<file path="src/rtl/gold_code_gen_if.sv">
// Bus bundle for gold_code_gen: code control inputs and code/status outputs.
// The master side drives control, the slave side (the generator) drives status.
// When GOLD_CODE_GEN_EPOCH_CNT_EN is defined, the bundle also carries
// epoch_cnt and bit_edge.
interface gold_code_gen_if #(
    parameter int N  = 10,
    parameter int PW = 11
);
    logic          rd;
    logic          mode;
    logic [3:0]    T0;
    logic [3:0]    T1;
    logic [N-1:0]  g2_init;
    logic          load;
    logic          slew_req;
    logic [PW-1:0] slew_chips;
    logic          slew_busy;
    logic          chip;
    logic [N-1:0]  g1;
    logic [PW-1:0] phase;
    logic          epoch;
`ifdef GOLD_CODE_GEN_EPOCH_CNT_EN
    logic [4:0]    epoch_cnt;
    logic          bit_edge;
`endif

    modport master (
        output rd, mode, T0, T1, g2_init, load, slew_req, slew_chips,
`ifdef GOLD_CODE_GEN_EPOCH_CNT_EN
        input  epoch_cnt, bit_edge,
`endif
        input  slew_busy, chip, g1, phase, epoch
    );

    modport slave (
        input  rd, mode, T0, T1, g2_init, load, slew_req, slew_chips,
`ifdef GOLD_CODE_GEN_EPOCH_CNT_EN
        output epoch_cnt, bit_edge,
`endif
        output slew_busy, chip, g1, phase, epoch
    );
endinterface

</file>
<file path="src/rtl/gold_code_gen.sv">
// Gold code generator: two N-stage Fibonacci LFSRs (G1, G2) combined into a
// chip stream, with phase tracking, period-wrap epoch pulse and a slew hold
// that absorbs a programmed number of rd strobes.
// Optional feature macro: GOLD_CODE_GEN_EPOCH_CNT_EN adds epoch_cnt (mod-20
// epoch counter) and bit_edge (pulse when that counter wraps to 0).
module gold_code_gen #(
    parameter int            N        = 10,
    parameter logic [N-1:0]  G1_TAPS  = 10'b1000000100,
    parameter logic [N-1:0]  G2_TAPS  = 10'b1110100110,
    parameter int            CODE_LEN = 1023,
    parameter int            PW       = 11
) (
    input  logic           clk,
    input  logic           rst,
    gold_code_gen_if.slave bus
);
    localparam logic [0:0]    S_IDLE     = 1'b0;
    localparam logic [0:0]    S_SLEW     = 1'b1;
    localparam logic [N-1:0]  ALL_ONES   = {N{1'b1}};
    localparam logic [PW-1:0] LAST_PHASE = PW'(CODE_LEN - 1);

    logic [0:0]    state_q,  state_d;
    logic [PW-1:0] hold_q,   hold_d;
    logic [N-1:0]  g1_q,     g1_d;
    logic [N-1:0]  g2_q,     g2_d;
    logic [PW-1:0] phase_q,  phase_d;
    logic          epoch_q,  epoch_d;
`ifdef GOLD_CODE_GEN_EPOCH_CNT_EN
    logic [4:0]    epoch_cnt_q, epoch_cnt_d;
    logic          bit_edge_q,  bit_edge_d;
`endif

    // Bit k-1 of a register holds stage k; shifting moves stage k to k+1.
    logic          g1_fb;
    logic          g2_fb;
    logic [N-1:0]  g2_restart;
    logic [N-1:0]  t0_mask;
    logic [N-1:0]  t1_mask;
    logic          g2_t0;
    logic          g2_t1;

    assign g1_fb      = ^(g1_q & G1_TAPS);
    assign g2_fb      = ^(g2_q & G2_TAPS);
    assign g2_restart = bus.mode ? bus.g2_init : ALL_ONES;

    // Out-of-range tap indices select nothing rather than an undefined bit.
    assign t0_mask = {{(N-1){1'b0}}, 1'b1} << (bus.T0 - 4'd1);
    assign t1_mask = {{(N-1){1'b0}}, 1'b1} << (bus.T1 - 4'd1);
    assign g2_t0   = |(g2_q & t0_mask);
    assign g2_t1   = |(g2_q & t1_mask);

    assign bus.chip      = bus.mode ? (g1_q[N-1] ^ g2_q[N-1])
                                    : (g1_q[N-1] ^ g2_t0 ^ g2_t1);
    assign bus.g1        = g1_q;
    assign bus.phase     = phase_q;
    assign bus.epoch     = epoch_q;
    assign bus.slew_busy = (state_q == S_SLEW);
`ifdef GOLD_CODE_GEN_EPOCH_CNT_EN
    assign bus.epoch_cnt = epoch_cnt_q;
    assign bus.bit_edge  = bit_edge_q;
`endif

    // Next-state: load restarts everything; in IDLE rd advances the code
    // (wrapping at the period end); in SLEW rd only counts down the hold.
    always_comb begin
        state_d = state_q;
        hold_d  = hold_q;
        g1_d    = g1_q;
        g2_d    = g2_q;
        phase_d = phase_q;
        epoch_d = 1'b0;
`ifdef GOLD_CODE_GEN_EPOCH_CNT_EN
        epoch_cnt_d = epoch_cnt_q;
        bit_edge_d  = 1'b0;
`endif
        if (bus.load) begin
            g1_d    = ALL_ONES;
            g2_d    = g2_restart;
            phase_d = '0;
            state_d = S_IDLE;
            hold_d  = '0;
`ifdef GOLD_CODE_GEN_EPOCH_CNT_EN
            epoch_cnt_d = '0;
`endif
        end else if (state_q == S_IDLE) begin
            // A slew request arms the hold; a same-cycle rd still advances.
            if (bus.slew_req && (bus.slew_chips != '0)) begin
                state_d = S_SLEW;
                hold_d  = bus.slew_chips;
            end
            if (bus.rd) begin
                if (phase_q == LAST_PHASE) begin
                    g1_d    = ALL_ONES;
                    g2_d    = g2_restart;
                    phase_d = '0;
                    epoch_d = 1'b1;
`ifdef GOLD_CODE_GEN_EPOCH_CNT_EN
                    if (epoch_cnt_q == 5'd19) begin
                        epoch_cnt_d = '0;
                        bit_edge_d  = 1'b1;
                    end else begin
                        epoch_cnt_d = epoch_cnt_q + 5'd1;
                    end
`endif
                end else begin
                    g1_d    = {g1_q[N-2:0], g1_fb};
                    g2_d    = {g2_q[N-2:0], g2_fb};
                    phase_d = phase_q + PW'(1);
                end
            end
        end else if (bus.rd) begin
            hold_d = hold_q - PW'(1);
            if (hold_q == PW'(1)) begin
                state_d = S_IDLE;
            end
        end
    end

    // State registers with asynchronous active-low reset to the code start.
    always_ff @(posedge clk or negedge rst) begin
        if (!rst) begin
            state_q <= S_IDLE;
            hold_q  <= '0;
            g1_q    <= ALL_ONES;
            g2_q    <= ALL_ONES;
            phase_q <= '0;
            epoch_q <= 1'b0;
`ifdef GOLD_CODE_GEN_EPOCH_CNT_EN
            epoch_cnt_q <= '0;
            bit_edge_q  <= 1'b0;
`endif
        end else begin
            state_q <= state_d;
            hold_q  <= hold_d;
            g1_q    <= g1_d;
            g2_q    <= g2_d;
            phase_q <= phase_d;
            epoch_q <= epoch_d;
`ifdef GOLD_CODE_GEN_EPOCH_CNT_EN
            epoch_cnt_q <= epoch_cnt_d;
            bit_edge_q  <= bit_edge_d;
`endif
        end
    end
endmodule

</file>
<file path="src/flat_wrapper.sv">
// flat-port wrapper written by rule: the top's interface ports become plain ports
module gold_code_gen_flat 
#(
    parameter int            N        = 10,
    parameter logic [N-1:0]  G1_TAPS  = 10'b1000000100,
    parameter logic [N-1:0]  G2_TAPS  = 10'b1110100110,
    parameter int            CODE_LEN = 1023,
    parameter int            PW       = 11
)
  (clk, rst, bus_rd, bus_mode, bus_T0, bus_T1, bus_g2_init, bus_load, bus_slew_req, bus_slew_chips, bus_slew_busy, bus_chip, bus_g1, bus_phase, bus_epoch);
  gold_code_gen_if #(.N(N), .PW(PW)) bus_i ();
  input  logic clk;
  input  logic rst;
  input wire logic [$bits(bus_i.rd)-1:0] bus_rd;
  input wire logic [$bits(bus_i.mode)-1:0] bus_mode;
  input wire logic [$bits(bus_i.T0)-1:0] bus_T0;
  input wire logic [$bits(bus_i.T1)-1:0] bus_T1;
  input wire logic [$bits(bus_i.g2_init)-1:0] bus_g2_init;
  input wire logic [$bits(bus_i.load)-1:0] bus_load;
  input wire logic [$bits(bus_i.slew_req)-1:0] bus_slew_req;
  input wire logic [$bits(bus_i.slew_chips)-1:0] bus_slew_chips;
  output wire logic [$bits(bus_i.slew_busy)-1:0] bus_slew_busy;
  output wire logic [$bits(bus_i.chip)-1:0] bus_chip;
  output wire logic [$bits(bus_i.g1)-1:0] bus_g1;
  output wire logic [$bits(bus_i.phase)-1:0] bus_phase;
  output wire logic [$bits(bus_i.epoch)-1:0] bus_epoch;
  assign bus_i.rd = bus_rd;
  assign bus_i.mode = bus_mode;
  assign bus_i.T0 = bus_T0;
  assign bus_i.T1 = bus_T1;
  assign bus_i.g2_init = bus_g2_init;
  assign bus_i.load = bus_load;
  assign bus_i.slew_req = bus_slew_req;
  assign bus_i.slew_chips = bus_slew_chips;
  assign bus_slew_busy = bus_i.slew_busy;
  assign bus_chip = bus_i.chip;
  assign bus_g1 = bus_i.g1;
  assign bus_phase = bus_i.phase;
  assign bus_epoch = bus_i.epoch;
  gold_code_gen #(.N(N), .G1_TAPS(G1_TAPS), .G2_TAPS(G2_TAPS), .CODE_LEN(CODE_LEN), .PW(PW)) u_core (.clk(clk), .rst(rst), .bus(bus_i));
endmodule
</file>
<file path="config.mk">
export PLATFORM = sky130hd
export DESIGN_NAME = gold_code_gen_flat
export DESIGN_NICKNAME = d
export VERILOG_FILES = /design/src/rtl/gold_code_gen_if.sv /design/src/rtl/gold_code_gen.sv /design/src/flat_wrapper.sv
export SDC_FILE = /design/constraint.sdc
export NUM_CORES = 1
export LEC_CHECK = 0
export CAP_MARGIN = 20
export CORE_ASPECT_RATIO = 2
export CORE_UTILIZATION = 46
export DETAILED_ROUTE_END_ITERATION = 8
export PLACE_DENSITY_LB_ADDON = 0.1
export SLEW_MARGIN = 20
export SYNTH_ARGS = -nofsm -noshare
export SYNTH_HDL_FRONTEND = slang
export SYNTH_SLANG_ARGS = --single-unit
</file>
<file path="constraint.sdc">
create_clock -name clk -period 2.8 [get_ports clk]
set_clock_uncertainty 0.05 [all_clocks]
set_input_delay 0.84 -clock clk [delete_from_list [all_inputs] [get_ports clk]]
set_output_delay 0.84 -clock clk [all_outputs]
set_load 0.01 [all_outputs]
</file>
==> results, run 1 <==
- For this run, asynchronously set or reset flops after synthesis account for between 90% and 100%.
- The growth of design area from synthesis to finish is 40.1%.
- Of the total power, combinational logic draws 27.2%.
- Measured in cells, the most critical reg-to-reg path has a length of 9.
- Measured along the y axis, the die boundary spans between 100 and 150 microns.
- The core footprint is around 5700 sq um.
- The die area is 6170 sq um.
- between 50 and 60 I/O pins were placed.
- The iteration count of the initial detailed-routing pass is 4.
- The final standard cell utilization of the core is 66.6%.
- Averaged over all synthesized cells, the footprint is 8.62 sq um.
- The wire length reported by the detailed router is between 7000 and 8000 microns.
- The checks that failed: negative setup slack.
- The power dissipated by switching net loads is between 0.5 and 0.6 mW.
- The final count of hold timing violations is 0.
- The fraction of the cycle the final worst path needs is 113%.
- Setup violations remaining at the end of the flow were counted as 1.
- The clock network power share is 33.6%.
- The path class of the lowest-slack min-delay path is reg -> reg.
- The number of levels the H-tree was split into is 2.
- The count of buffer and inverter cells on the critical path is 3.
- Measured against its own limit, the worst slew margin works out to 41.3%.
- In this run the cell area of the synthesized design comes to 2690 sq um.
- The count of antenna diodes in the layout is 0.
- The instance count along the most critical hold path is 2.
- The initial antenna violation count is 0.
- Once the floorplan was initialized, standard cells occupied 47.5% of the core.
- The startpoint type of the worst setup path is an input port.
- The routed wire length per instance is 16.6 microns.
- The register bit total from synthesis is 44.
- The clock root buffer is clkbuf_16.
- Static timing analysis puts the maximum clock frequency at about 0.32 GHz.
- After detailed routing, the number of remaining DRC violations is 0.
- The count of max-cap constraint violations is 0.
- The later pin in the worst-skew pair is clocked with a latency of around 0.29 ns.
- The layout has ~500 filler cells.
- The number of global-route vias before repair is 2794.
- The final net count is between 400 and 500.
- The worst voltage drop across the vdd grid is 0.525 mV.
- The number of clock sinks seen by CTS is 44.
- The power density of the placed cells is 529 nW/um^2.
- The number of max-slew violations in the final report is 0.
- The detail route stage leaves a number of antenna-violating nets equal to 0.
- After layout, the minimum clock period comes to 3.17 ns.
- The worst path setup slack after routing is -0.368 ns.
- The portion of the post-synthesis area used by sequential elements is 41.9%.
- The critical path runs through a total of 9 cells.
- TritonCTS built the clock tree.
- The critical path goes through buf_8 > buf_4 > nor2b_1 > a221oi_2 > o22ai_2 > nand2_2 > mux4_2 > o2111ai_2 > buf_2.
- The total congestion overflow after global routing is 0.
- The routed layout has 2699 vias.
- The leakage power figure is about 1.5 nW.
- The measured slew at the worst slew-check pin is 0.872 ns.
- Along the worst path, the maximum fanout reaches 4.
- The kind of capture point of the worst setup path is an output port.
- The count of unique library cells instantiated by Yosys is 54.
- The total routing usage reported by global routing is between 20% and 30%.
- The row count is 39.
- The synthesized instance count is 312.
- The fraction of final layout cells sized beyond drive strength 1 is 23.1%.
- The worst-case setup slack after placement is -1.29 ns.
- The first global-routing pass estimated 12700 microns of wire.
- The worst setup path is of the in -> out kind.
- Detailed placement finished with a half-perimeter wire length of 5810 microns.
- In this run, the number of DRC markers left after iteration 0 of detailed routing was 110.
- Setup repair after global routing could not meet its margin everywhere.
- The most common cell after layout, fill and taps aside is nor2_1.
- The proportion of power drawn by flip-flops and latches is 39.2%.
- Among all flip-flop cells after synthesis, the most frequent one is dfrtp_1.
- Leaving out fill and tap cells, the most frequent cells in the layout are nor2_1 (49), clkdlybuf4s50_1 (48), buf_4 (38), o21ai_0 (33), a21oi_1 (29).
- Cell internal power was estimated by the tool at about 1.4 mW.
- The number of nets produced by synthesis is roughly 350.
- The highest-delay cell along the critical path is a221oi_2.
- At the worst endpoint, the arrival time is 2.28 ns.
- The congestion estimate from routability-driven global placement came to about 0.92.
- Entering global routing, the biggest net connects 35 pins.
- Broken down by cell family, the worst path's largest delay share belongs to compound AO/OA/AOI/OAI gates.
- In this run the tool buffered the top-level ports with 58 buffer cells.
- The run finished, with violations left.
- The number of synthesized flops with an enable pin is 0.
- In this run, CTS created clock tree buffers numbering 5.
- The vias per cell is 5.83.
- Clock-pin slew was measured on the worst setup and hold paths at roughly 0.06 ns.
- From left edge to right edge, the die measures 56.1 microns.
- Yosys printed 0 warnings.
- The largest buffer count on any clock path is 2.
- The maximum single-stage delay on the critical path is 0.30 ns.
- The fraction of power spent switching nets is ~29%.
- The data required time of the worst path is between 1.5 and 2 ns.
==> through the flow <==
stage                     std cells  setup TNS, ns  cell area [sq um]  power [mW]  hold WS (ns)
after CTS                       463         -0.381               3780        2.00         0.464
after global placement          454          -1.28               3580        1.31         0.432
final                           463         -0.368               3770        1.99         0.457
after global routing            463         -0.419               3770        2.08         0.492
after floorplan                 312        -0.0741               2700        1.06         0.412
after detailed placement        454          -1.32               3580        1.32         0.450
==> repair_timing <==
| action | CTS | global route |
|---|---|---|
| endpoints found under the setup margin | 1 | 1 |
| hold buffers | 0 | 0 |
| pin swaps | 3 | 5 |
| buffers inserted | 1 | 0 |
| gates resized for setup | 40 | 4 |
| hold endpoints to repair | 0 | 0 |
==> flip-flops by register name, summed over array words and instances (netlist names) <==
signal,cells
u_core.bus.g1,10
u_core.hold_q,11
u_core.bus.phase,11
u_core.bus.slew_busy,1
u_core.g2_q,10
u_core.bus.epoch,1
==> power by group through the flow <==
stage | combinational [mW] | sequential (mW) | clock (mW)
final | 0.543 | 0.782 | 0.669
after global routing | 0.593 | 0.793 | 0.696
after CTS | 0.540 | 0.782 | 0.676
after detailed placement | 0.530 | 0.792 | 0
after global placement | 0.524 | 0.790 | 0
after floorplan | 0.269 | 0.790 | 0
==> cells in the mapped netlist (5+ instances only) <==
master / count / area (sq um)
nand2_1: 18 / 67.6
a21oi_1: 29 / 145
nand2b_1: 5 / 31.3
dfrtp_1: 24 / 601
nand3_1: 11 / 55.1
and3_1: 5 / 31.3
nor2b_1: 7 / 43.8
nor2_1: 49 / 184
nand3b_1: 11 / 82.6
inv_1: 10 / 37.5
clkbuf_1: 9 / 33.8
nor3_1: 6 / 30.0
xnor2_1: 6 / 52.6
mux2i_1: 5 / 50.1
o21ai_0: 36 / 180
dfstp_2: 20 / 526
==> path summary, 6_finish.rpt <==
kind                                            startpoint                               to  slack, ns
max reg2reg                u_core.bus.phase[0]$_DFFE_PN0P_  u_core.bus.phase[2]$_DFFE_PN0P_       0.91
max                                              bus_T1[0]                         bus_chip      -0.37
min in group asynchronous                              rst     u_core.hold_q[9]$_DFFE_PN0P_       0.57
max in group asynchronous                              rst       u_core.g2_q[9]$_DFFE_PN1P_       1.42
min reg2reg                  u_core.hold_q[10]$_DFFE_PN0P_    u_core.hold_q[10]$_DFFE_PN0P_       0.46
min                          u_core.hold_q[10]$_DFFE_PN0P_    u_core.hold_q[10]$_DFFE_PN0P_       0.46
==> area by class of cell <==
type | count | area [sq um] | share of cell area [%]
multi-input combinational | 242 | 1480 | 39.3
sequential | 44 | 1130 | 29.9
timing repair buffer | 98 | 880 | 23.3
clock buffer | 5 | 125 | 3.32
tap | 61 | 76.3 | 2.03
clock inverter | 3 | 42.5 | 1.13
inverter | 10 | 37.5 | 0.996
==> per-layer routing <==
metal | track usage, % | vias up | part of all wire, %
met3 | 3.03 | 24 | 3.1
li1 | - | 1292 | -
met4 | 15.3 | 0 | 4.3
met5 | 0 | - | 0
met1 | 25.5 | 1295 | 35
met2 | 53.4 | 88 | 58
==> cells by family (layout without fill, tap and decap cells) <==
kind of cell	after synthesis	after routing	share of synthesized area, %
DFF	44	44	41.9
buffers and inverters	26	116	4.37
adders and majority gates	4	4	1.86
muxes	8	8	4.10
xor gates and xnor gates	10	10	3.26
AOI/OAI and AO/OA	94	94	21.4
and+or+nand+nor	126	126	23.2
==> worst register-to-register path, stage by stage (launching register included) <==
cell and delay (ns):
dfrtp_1 0.43, inv_1 0.08, ha_1 0.14, nand4b_1 0.10
nor3_1 0.33, or2_1 0.20, buf_12 0.17, o21ai_0 0.09
nand2_1 0.07, o21ai_0 0.09
(Power assumes the default switching activity.)
==> run 2: changes to the inputs <==
- CORE_MARGIN: default -> 3
- GPL_ROUTABILITY_DRIVEN: default -> 1
==> results, run 2 (synthesis results as in run 1) <==
- The run finished, with violations left.
- The checks that failed: negative setup slack.
- The data required time of the worst path is 1.91 ns (about the same).
- The number of fill cells is 479 (-4.0%).
- The growth of design area from synthesis to finish is 36.6%.
- The area after detailed placement is 3530 sq um (-1.5%).
- The I/O pin total is 59 (unchanged).
- The CTS clock-pin slew for the worst setup and hold paths came to 0.08 ns (+0.02 ns).
- The die width was 60.1 microns (+7.1%).
- The shortest period the worst path allows came to 3.18 ns (+0.0150 ns).
- The cell area after layout was 3670 sq um (-2.5%).
- The worst-case setup slack after placement is -1.28 ns (+0.00652 ns).
- The number of global-route vias before repair is 2637 (-5.6%).
- The last weighted congestion value of the routability-driven placer is 0.947 (+3.0%).
- The die area was 6850 sq um (+11%).
- The TritonCTS clock tree is done.
- The number of port buffers is 58 (unchanged).
- The fraction of the cycle the final worst path needs is 114% (+0.53 points).
- The largest net degree at the start of global routing is 45 (+29%).
- The number of max-slew violations in the final report is 0 (unchanged).
- Grouping stages by cell kind, the critical path spends the most delay in multiplexers.
- The wire length reported by the detailed router is 7400 microns (-3.5%).
- The most repeated library cell on the critical path is mux4_2.
- The count of buffer and inverter cells on the critical path is 2 (-1).
- The slowest stage of the critical path belongs to the cell mux4_2.
- The path class of the lowest-slack min-delay path is reg -> reg.
- The count of antenna diodes in the layout is 0 (unchanged).
- The die span in y came to 114 microns (+3.6%).
- Leaving out fill and tap cells, the most frequent cell in the layout is nor2_1.
- The post-detailed-route count of antenna-violating nets is 0 (unchanged).
- The setup TNS after final layout came to -0.383 ns (-0.0150 ns).
- The initial antenna violation count came to 0 (unchanged).
- The largest buffer count on any clock path was 2 (unchanged).
- The first-iteration detailed-routing DRC count is 113 (+2.7%).
- The total congestion overflow after global routing was 0 (unchanged).
- The peak fanout along the critical path is 3 (-1).
- The initial core utilization is 48.3% (+0.83 points).
- The measured slew at the worst slew-check pin came to 0.774 ns (-0.0975 ns).
- The worst path setup slack after routing is -0.383 ns (-0.0150 ns).
- The wire length of the first global-routing pass is 12200 microns (-4.5%).
- The total routing usage reported by global routing is 23.1% (-3.6 points).
- The leakage power figure is 1.50 nW (-2.7%).
- The total CTS buffers is 5 (unchanged).
- The fraction of final layout cells sized beyond drive strength 1 is 21.6% (-1.6 points).
- The setup violation total in the final timing report is 1 (unchanged).
- Traced cell by cell, the critical path runs through buf_8 > mux4_2 > nor2b_2 > o22ai_2 > nand2_1 > mux4_2 > o2111ai_2 > buf_2.
- The half-perimeter wire length after detailed placement is 5620 microns (-3.3%).
- The final net count is 432 (-1.8%).
- The worst setup path is launched from an input port.
- The routed wire length per instance is 16.3 microns (-1.6%).
- The post-route DRC violation count was 0 (unchanged).
- The clock network latency to the later pin of the worst-skew pair was 0.29 ns (about the same).
- The number of clock sinks seen by CTS came to 44 (unchanged).
- The worst voltage drop across the vdd grid came to 0.473 mV (-10%).
- The critical path arrival is 2.29 ns (about the same).
- The core footprint is 5560 sq um (-1.7%).
- The final count of hold timing violations is 0 (unchanged).
- The vias per cell was 5.76 (-1.2%).
- Setup repair after global routing could not meet its margin everywhere.
- The row count came to 38 (-2.6%).
- The overall power after layout is 1.75 mW (-12%).
- The iteration count of the initial detailed-routing pass is 4 (unchanged).
- The power density of the placed cells is 476 nW/um^2 (-10%).
- Clock tree synthesis selected as its root buffer the cell clkbuf_8.
- The start-to-end type of the worst setup path is in -> out.
- The worst relative slew slack is 47.9% (+6.6 points).
- The area taken by multi-input logic gates came to 1500 sq um (+1.6%).
- The routed via count is 2614 (-3.1%).
- The buffers inserted during post-CTS setup optimization is 0 (-1).
- The number of levels the H-tree was split into is 2 (unchanged).
- The kind of capture point of the worst setup path is an output port.
- The maximum single-stage delay on the critical path is 0.49 ns (+0.19 ns).
- The flip-flop and latch area is 1130 sq um (unchanged).
- The count of max-cap constraint violations came to 0 (unchanged).
- The smallest hold slack is 0.455 ns (-0.00198 ns).
- The highest achievable clock rate came to 0.314 GHz (-0.47%).
- In the layout the commonest cells are nor2_1 (49), clkdlybuf4s50_1 (48), o21ai_0 (33), a21oi_1 (28), buf_4 (28).
run 2: power by group:
part	switching [mW]	leakage, nW	total, mW	internal, mW
Sequential	0.0611	0.532	0.782	0.721
Clock	0.204	0.0515	0.429	0.225
Combinational	0.272	0.918	0.539	0.267
Total	0.537	1.50	1.75	1.21
run 2: worst reg2reg max path, cell delays in order, from the launching register on:
cell      delay, ns
dfrtp_1        0.44
buf_4          0.22
a311oi_2       0.33
a211oi_4       0.11
or2_4          0.29
or3_1          0.37
o21ai_2        0.06
run 2: final cells by class:
type / instances / area share (%)
Sequential cell: 44 / 30.7
Multi-Input combinational cell: 242 / 40.9
Tap cell: 60 / 2.04
Clock buffer: 8 / 2.72
Inverter: 10 / 1.02
Timing Repair Buffer: 90 / 22.6
run 2: metal layers:
layer / track usage [%] / part of all wire, % / wire length, microns
met3: 2.82 / 3.2 / 239
met2: 43.4 / 57 / 4220
met4: 9.76 / 3.7 / 274
met1: 24.4 / 36 / 2660
met5: 0 / 0 / 0
run 2: path summary, 6_finish.rpt:
kind                                           startpoint                               to  slack, ns  cells past startpoint
max                                             bus_T1[0]                         bus_chip      -0.38                      8
min                         u_core.hold_q[10]$_DFFE_PN0P_    u_core.hold_q[10]$_DFFE_PN0P_       0.46                      2
max reg2reg                u_core.bus.slew_busy$_DFF_PN0_     u_core.hold_q[0]$_DFFE_PN0P_       0.87                      6
min reg2reg                 u_core.hold_q[10]$_DFFE_PN0P_    u_core.hold_q[10]$_DFFE_PN0P_       0.46                      2
max in group asynchronous                             rst     u_core.bus.g1[3]$_DFFE_PN1P_       1.75                      2
min in group asynchronous                             rst  u_core.bus.phase[6]$_DFFE_PN0P_       0.56                      2
run 2: stage by stage:
stage	std cells	utilization, %
floorplan	312	-
global placement	446	63.4
detailed placement	446	63.4
CTS	454	65.6
global route	454	66.0
finish	454	66.0
run 2: repair_timing:
item | in CTS | in global routing
pin swaps | 6 | 5
setup endpoints to repair | 1 | 1
resized for setup | 41 | 9
hold buffers | 0 | 0
